[src/rtl/sevenseg_pkg.sv]
// rtl/sevenseg_pkg.sv - shared seven-segment glyph constants and types
// Glyphs are {g,f,e,d,c,b,a} with a lit segment as 1; the sevenseg driver uses the same table.
package sevenseg_pkg;

  localparam int NUM_DIGITS = 4;

  typedef logic [6:0] glyph_t;

  localparam glyph_t GLYPH_0 = 7'h3F;
  localparam glyph_t GLYPH_1 = 7'h06;
  localparam glyph_t GLYPH_2 = 7'h5B;
  localparam glyph_t GLYPH_3 = 7'h4F;
  localparam glyph_t GLYPH_4 = 7'h66;
  localparam glyph_t GLYPH_5 = 7'h6D;
  localparam glyph_t GLYPH_6 = 7'h7D;
  localparam glyph_t GLYPH_7 = 7'h07;
  localparam glyph_t GLYPH_8 = 7'h7F;
  localparam glyph_t GLYPH_9 = 7'h6F;
  localparam glyph_t GLYPH_A = 7'h77;
  localparam glyph_t GLYPH_B = 7'h7C;
  localparam glyph_t GLYPH_C = 7'h39;
  localparam glyph_t GLYPH_D = 7'h5E;
  localparam glyph_t GLYPH_E = 7'h79;
  localparam glyph_t GLYPH_F = 7'h71;

endpackage

[src/rtl/sevenseg_glyph_decode.sv]
// rtl/sevenseg_glyph_decode.sv - glyph to hex nibble lookup
// Purely combinational; hit is low for any pattern outside the sixteen hex glyphs.
module sevenseg_glyph_decode
  import sevenseg_pkg::*;
(
  input  glyph_t     glyph,
  output logic [3:0] nibble,
  output logic       hit
);

  always_comb begin
    nibble = 4'h0;
    hit    = 1'b1;
    case (glyph)
      GLYPH_0: nibble = 4'h0;
      GLYPH_1: nibble = 4'h1;
      GLYPH_2: nibble = 4'h2;
      GLYPH_3: nibble = 4'h3;
      GLYPH_4: nibble = 4'h4;
      GLYPH_5: nibble = 4'h5;
      GLYPH_6: nibble = 4'h6;
      GLYPH_7: nibble = 4'h7;
      GLYPH_8: nibble = 4'h8;
      GLYPH_9: nibble = 4'h9;
      GLYPH_A: nibble = 4'hA;
      GLYPH_B: nibble = 4'hB;
      GLYPH_C: nibble = 4'hC;
      GLYPH_D: nibble = 4'hD;
      GLYPH_E: nibble = 4'hE;
      GLYPH_F: nibble = 4'hF;
      default: hit = 1'b0;
    endcase
  end

endmodule

[src/rtl/sevenseg_capture.sv]
// rtl/sevenseg_capture.sv - recovers four hex digits from a multiplexed seven-segment scan
// Define SEVENSEG_CAPTURE_DP_EN to capture the decimal point per digit.
module sevenseg_capture
  import sevenseg_pkg::*;
#(
  parameter int STABLE_CYCLES = 4
) (
  input  logic       clock,
  input  logic       reset,
  input  logic       a,
  input  logic       b,
  input  logic       c,
  input  logic       d,
  input  logic       e,
  input  logic       f,
  input  logic       g,
  input  logic       dp,
  input  logic [3:0] an,
  output logic [3:0] out0,
  output logic [3:0] out1,
  output logic [3:0] out2,
  output logic [3:0] out3,
  output logic [3:0] valid,
  output logic [3:0] dp_out,
  output logic       frame,
  output logic       err
);

  glyph_t                seg_in;
  glyph_t                seg_r;
  logic [NUM_DIGITS-1:0] an_r;
  logic [7:0]            cnt;
  logic                  captured;
  logic                  same;
  logic                  active;
  logic                  capture;
  logic [1:0]            idx;
  logic [3:0]            nibble;
  logic                  hit;
  logic [NUM_DIGITS-1:0] seen;
  logic [NUM_DIGITS-1:0] seen_next;
  logic [3:0]            out_q [NUM_DIGITS];

  assign seg_in = ~{g, f, e, d, c, b, a};

  always_ff @(posedge clock) begin
    if (reset) begin
      an_r  <= '1;
      seg_r <= '0;
    end else begin
      an_r  <= an;
      seg_r <= seg_in;
    end
  end

  // The incoming sample is compared with the registered one, so a run of S+1
  // identical samples completes on the edge that also loads the outputs.
`ifdef SEVENSEG_CAPTURE_DP_EN
  logic dp_r;

  always_ff @(posedge clock) begin
    if (reset) dp_r <= 1'b0;
    else       dp_r <= ~dp;
  end

  assign same = (an == an_r) && (seg_in == seg_r) && (~dp == dp_r);
`else
  logic unused_dp;

  assign unused_dp = dp;
  assign same      = (an == an_r) && (seg_in == seg_r);
`endif

  always_comb begin
    active = 1'b0;
    idx    = 2'd0;
    for (int i = 0; i < NUM_DIGITS; i++) begin
      if (an_r == ~(NUM_DIGITS'(1) << i)) begin
        active = 1'b1;
        idx    = 2'(i);
      end
    end
  end

  assign capture = same && active && !captured && (cnt == 8'(STABLE_CYCLES - 1));

  always_ff @(posedge clock) begin
    if (reset) begin
      cnt      <= 8'd0;
      captured <= 1'b0;
    end else begin
      if (same && active) begin
        if (cnt != 8'(STABLE_CYCLES)) cnt <= cnt + 8'd1;
      end else begin
        cnt <= 8'd0;
      end
      if (an != an_r)   captured <= 1'b0;
      else if (capture) captured <= 1'b1;
    end
  end

  sevenseg_glyph_decode u_decode (
    .glyph  (seg_r),
    .nibble (nibble),
    .hit    (hit)
  );

  assign seen_next = seen | (NUM_DIGITS'(1) << idx);

  always_ff @(posedge clock) begin
    if (reset) begin
      for (int i = 0; i < NUM_DIGITS; i++) out_q[i] <= 4'h0;
      valid <= '0;
      seen  <= '0;
      frame <= 1'b0;
      err   <= 1'b0;
    end else begin
      frame <= 1'b0;
      err   <= 1'b0;
      if (capture) begin
        if (hit) begin
          out_q[idx] <= nibble;
          valid[idx] <= 1'b1;
          if (seen_next == '1) begin
            frame <= 1'b1;
            seen  <= '0;
          end else begin
            seen  <= seen_next;
          end
        end else begin
          valid[idx] <= 1'b0;
          err        <= 1'b1;
        end
      end
    end
  end

`ifdef SEVENSEG_CAPTURE_DP_EN
  always_ff @(posedge clock) begin
    if (reset)        dp_out      <= '0;
    else if (capture) dp_out[idx] <= dp_r;
  end
`else
  assign dp_out = '0;
`endif

  assign out0 = out_q[0];
  assign out1 = out_q[1];
  assign out2 = out_q[2];
  assign out3 = out_q[3];

endmodule

[config.mk]
export PLATFORM = sky130hd
export DESIGN_NAME = sevenseg_capture
export DESIGN_NICKNAME = d
export VERILOG_FILES = /design/src/rtl/sevenseg_pkg.sv /design/src/rtl/sevenseg_glyph_decode.sv /design/src/rtl/sevenseg_capture.sv
export SDC_FILE = /design/constraint.sdc
export NUM_CORES = 1
export LEC_CHECK = 0
export BUFFER_PORTS_ARGS = -buffer_cell sky130_fd_sc_hd__buf_2
export CAP_MARGIN = 0
export CORE_UTILIZATION = 50
export DETAILED_ROUTE_END_ITERATION = 16
export GPL_TIMING_DRIVEN = 0
export PLACE_DENSITY = 0.72
export SYNTH_ARGS = -nofsm -noshare
export SYNTH_HDL_FRONTEND = slang
export SYNTH_SLANG_ARGS = --single-unit
[constraint.sdc]
create_clock -name clock -period 3.2 [get_ports clock]
set_clock_uncertainty 0.1 [all_clocks]
set_input_delay 0.16 -clock clock [delete_from_list [all_inputs] [get_ports clock]]
set_output_delay 0.16 -clock clock [all_outputs]
set_load 0.05 [all_outputs]
Word-level counts from Yosys, hierarchy flattened
Memory sizes are Yosys's and may differ from the RTL's.
Cells that the tools add are included.
Widths: inputs -> output; s select.
{ "totals": {"reg_bits": 30, "ramBits": 16, "inputBits": 14, "out_inout_bits": 26, "word_cells": 84, "memories": 1} }
{ "classes": {"n_addsub": 1, "magnitude_cmp": 2, "n_eq_ne": 26, "shifts": 1, "muxes": 24, "bitwise_logic": 8, "reduce_logical": 13} }
{ "memory_table": {"columns": ["memory", "depth", "width", "rd", "rd_ports_with_merged_regs", "write_ports", "line_no", "source"], "rows": [
  ["out_q", 4, 4, 4, 0, 4, "sevenseg_capture.sv:42", "logic [3:0] out_q [NUM_DIGITS];"]
]} }
{ "op_table": {"columns": ["op", "count"], "rows": [
  ["$eq 7x7->1 const B", 12],
  ["$pmux 4 s15", 1],
  ["$eq 4x4->1 const B", 4],
  ["$mux 1", 16],
  ["$reduce_or 16->1", 1],
  ["$eq 7x3->1 const B", 2],
  ["$eq 7x6->1 const B", 2],
  ["$mux 4", 3],
  ["$add 8x1->8 const B", 1],
  ["$eq 8x2->1 const B", 1],
  ["$ne 8x3->1 const B", 1],
  ["$or 4x4->4", 2],
  ["$eq 7x7->1", 1],
  ["$not 7->7", 1],
  ["$mux 2", 3],
  ["$reduce_or 2->1", 3],
  ["$logic_and 1x1->1", 5],
  ["$and 4x4->4", 1],
  ["$eq 4x3->1 const B", 1],
  ["$eq 4x4->1", 1],
  ["$ne 4x4->1", 1],
  ["$not 4->4", 1],
  ["$reduce_or 4->1", 1],
  ["$shl 1x2->4 const A", 1],
  ["7 further kinds", 9]
]} }

Logic depth before layout (Yosys ltp)
{ "depth": {"ltp_word": 13, "depth_mapped": 8, "mapped_depth_nobuf": 7} }

By module
A second synthesis with hierarchy kept.
{ "hier_totals": {"hier_cells": 258, "area_unflattened_um2": 2462.4} }
{ "modules_own_cells": {"columns": ["mod", "n_inst", "cells_per_inst", "area_each_um2", "seq_area_each_um2"], "rows": [
  ["sevenseg_capture", 1, 201, 2062.0, 1081.0],
  ["sevenseg_glyph_decode", 1, 57, 400.4, 0.0]
]} }

Least setup slack after synthesis
No wires, ideal clock.
{ "synth_path": {"path_type": "flip-flop to flip-flop", "start": "reg seg_r[2]", "end": "mem out_q[3][0], enable pin", "setup_ns": 0.361, "arrival_time_ns": 2.064, "required_ns": 2.739, "path_slack_ns": 0.675, "path_stages_with_launch": 9, "path_buffers": 2, "synth_period_minus_slack_ns": 2.525, "path_cell_list": "dfxtp_1 > buf_2 > or3b_1 > a21o_1 > o311a_1 > and3_1 > buf_2 > or2_1 > o21ai_0"} }
{ "synth_lines": {"columns": ["element", "line_no", "source"], "rows": [
  ["start: declaration", "sevenseg_capture.sv:30", "glyph_t seg_r;"],
  ["start signal: assignment", "sevenseg_capture.sv:52", "seg_r <= seg_in;"],
  ["end: declaration", "sevenseg_capture.sv:42", null]
]} }

==> flow_summary.toml <==
[floorplan]
core-area_um2 = 4380
die-area_um2 = 4890
row_count = 24
floorplan.initialDensity = 0.526
dieWidth_um = 69.9
io_pins = 40
die_h_um = 69.9

[critical_path]
required_ps = 3030
category_of_the_critical_setup_timing_path = "register to register"
startpoint_class = "register"
cp_data_arrival_time_ps = 2820
critical_path.endpoint_type = "register"
timing.reg2reg.setup_slack_ps = 210
largest_fanout_of_any_net_on_the_critical_path = 8

[yosys]
synth_async_sr_flop_share = 0
synth_edf_count = 16
mappedNetlistArea_um2 = 2310
synth-main-ff-cell = "dfxtp_1"
post_synth.cell_area_avg_um2 = 9.65
synth_sequential_area_ratio = 0.469
synthCells = 239
yosysWarningCount = 0
flops_latches_synth = 46
yosysUniqueCellTypes = 53

[clocking]
cts_htree_levels = 2
clock_sink_count = 46
clockRootBuffer = "clkbuf_8"
worst_skew_pair.late_latency_ps = 290
cts_buffers = 5
cts_tree = "done"
cts-resized-gates = 0
cts.clk_slew.worst_paths_ps = 80
max_root_sink_buffers = 2

[timing]
timing.fmax_ghz = 0.335
max-slew-margin-rel = 0.546
worst_slew_pin_slew_ps = 674
rsz0062_at_grt = "false"
timing_hold_violations_final = 0
slew_violations = 0
setup_violations = 0
worst_case_setup_margin_in_the_final_layout_ps = 213
setup-tns-final_ps = 0
final.period_utilization = 0.934
layout_min_cycle_time_ps = 2990

[detailed_routing]
drt_pass1_iterations = 4
initialDrtViolationCount = 113
detail_route.wirelength_um = 4730
routed_wire_length_per_instance_um = 13.6
remaining_drc_errors = 0
met2_wirelength_um = 2090
top_layer = "met4"
routed-wl-met3_um = 250
num_vias = 1879
antenna_violating_nets_post_route = 0
drt-met1-wl_um = 2300
routed_via_density = 5.41

[pwr]
p_seq_frac = 0.526
power.switching_uw = 283
power.clock.fraction = 0.351
netSwitchingFraction = 0.239
lkg_pwr_uw = 0.00105
combPwrFrac = 0.123
internal_power_uw = 900
worst_ir_drop_vdd_v = 0.000275
power_density_nw_per_um2 = 427

[finish]
fillerInstances = 388
leading_cell_type_in_the_layout_fill_and_taps_excluded = "buf_2"
layout_common_cells = "buf_2, dfxtp_1, nor2_1, edfxtp_1, inv_1"
diode_count = 0
layout-drive-gt1-share = 0.244
area_growth_pct = 20.1
layout.nets = 310

[global_routing]
global_route.overflow_total = 0
antenna_found_initial = 0
grt_pass1_wl_um = 7890
track_usage = 0.205
first_global_vias = 1766
pin_count_of_the_biggest_net_entering_global_routing = 15

[placement]
detailed_place_hpwl_um = 3360
detailedPlace.worstSlack_ps = 225
routabilityCongestion = 0.823
port_buffer_cells = 34

[min_path]
worst_hold_path_type = "input port to register"

[run_status]
status = "completed"

[job]
drv_cap = 0
-- registers in the layout (all words and copies together) (netlist names), named ones only --
name / count
an_r: 4
captured: 1
cnt: 8
err: 1
frame: 1
out_q: 16
seen: 4
seg_r: 7
-- power by group through the flow --
stage                     clock network [uW]  logic [uW]  registers [uW]
final                                    415         146             622
after global routing                     448         156             624
after CTS                                422         145             622
after detailed placement                   0         134             636
after global placement                     0         132             635
after floorplan                            0        79.8             658
-- final timing paths --
check | start | endpoint | cells after the start
worst max-delay path | an_r[3] | out_q[3][0] | 7
worst min-delay path | reset | register | 3
worst min register to register | seen[0] | seen[0] | 2
worst max register to register | an_r[3] | out_q[3][0] | 7
-- Yosys cell counts (2+ instances only) --
master / number / area [um2]
nand2b_1: 7 / 43.8
nand3_1: 8 / 40.0
nand3b_1: 2 / 15.0
nor2b_1: 3 / 18.8
xnor2_1: 9 / 78.8
o21ai_0: 7 / 35.0
xor2_1: 9 / 78.8
a211oi_2: 2 / 25.0
nand4b_1: 5 / 43.8
or2_2: 6 / 37.5
nor2_1: 29 / 109
nor3b_1: 2 / 15.0
inv_1: 12 / 45.0
clkbuf_1: 4 / 15.0
dfxtp_1: 30 / 601
or2_1: 2 / 12.5
and3_1: 3 / 18.8
nor3_1: 11 / 55.1
ha_1: 2 / 25.0
nand2_1: 8 / 30.0
buf_4: 8 / 60.1
edfxtp_1: 16 / 480
buf_2: 6 / 30.0
o21a_1: 2 / 15.0
a21o_1: 3 / 22.5
a211oi_1: 3 / 22.5
or3_4: 2 / 22.5
o221a_2: 2 / 22.5
nor4_1: 6 / 37.5
a21oi_1: 7 / 35.0
-- per-stage QoR --
stage | hold WS [ps] | instances | cell area (um2) | util | power, uW
final | 202 | 347 | 2770 | 0.632 | 1180
after global routing | 241 | 347 | 2770 | 0.632 | 1230
after CTS | 200 | 347 | 2770 | 0.632 | 1190
after detailed placement | 249 | 328 | 2550 | 0.582 | 770
after global placement | 248 | 328 | 2550 | 0.582 | 768
after floorplan | 132 | 242 | 2320 | - | 738
-- routing by layer --
metal	vias to the layer above	global-route usage
met3	9	0.0447
li1	947	-
met5	-	0
met1	860	0.274
met4	0	0.0711
met2	63	0.328
-- layout make-up --
type / count / area (um2) / area share
clock buffer: 6 / 72.6 / 0.0262
multi-input combinational: 165 / 1080 / 0.391
tap: 52 / 65.1 / 0.0235
buffer: 18 / 105 / 0.0379
inverter: 13 / 48.8 / 0.0176
clock inverter: 2 / 33.8 / 0.0122
sequential: 46 / 1080 / 0.390
timing repair buffer: 45 / 280 / 0.101
-- repair_timing --
| action | 4_1_cts | 5_1_grt |
|---|---|---|
| hold buffers | 11 | 0 |
| setup buffers | 0 | 0 |
| endpoints found under the hold margin | 11 | 0 |
-- critical path, cell delays in order (launching register included) --
cell      delay (ps)
dfxtp_1          300
buf_4            150
xnor2_1          130
a211oi_2         550
o211ai_2         200
or2_1            320
or2_1            300
o21ai_0          580
-- cell families (layout without fill, tap and decap cells) --
group	after synthesis	in the layout	share of synthesized area
flops	46	46	0.469
fa+ha+maj	2	2	0.0108
buf+inv	31	84	0.0667
compound gates	38	38	0.126
simple gates	103	103	0.258
xor+xnor	18	18	0.0683
other cells	1	4	0.00163
No activity file was read; power rests on OpenSTA's default activity.
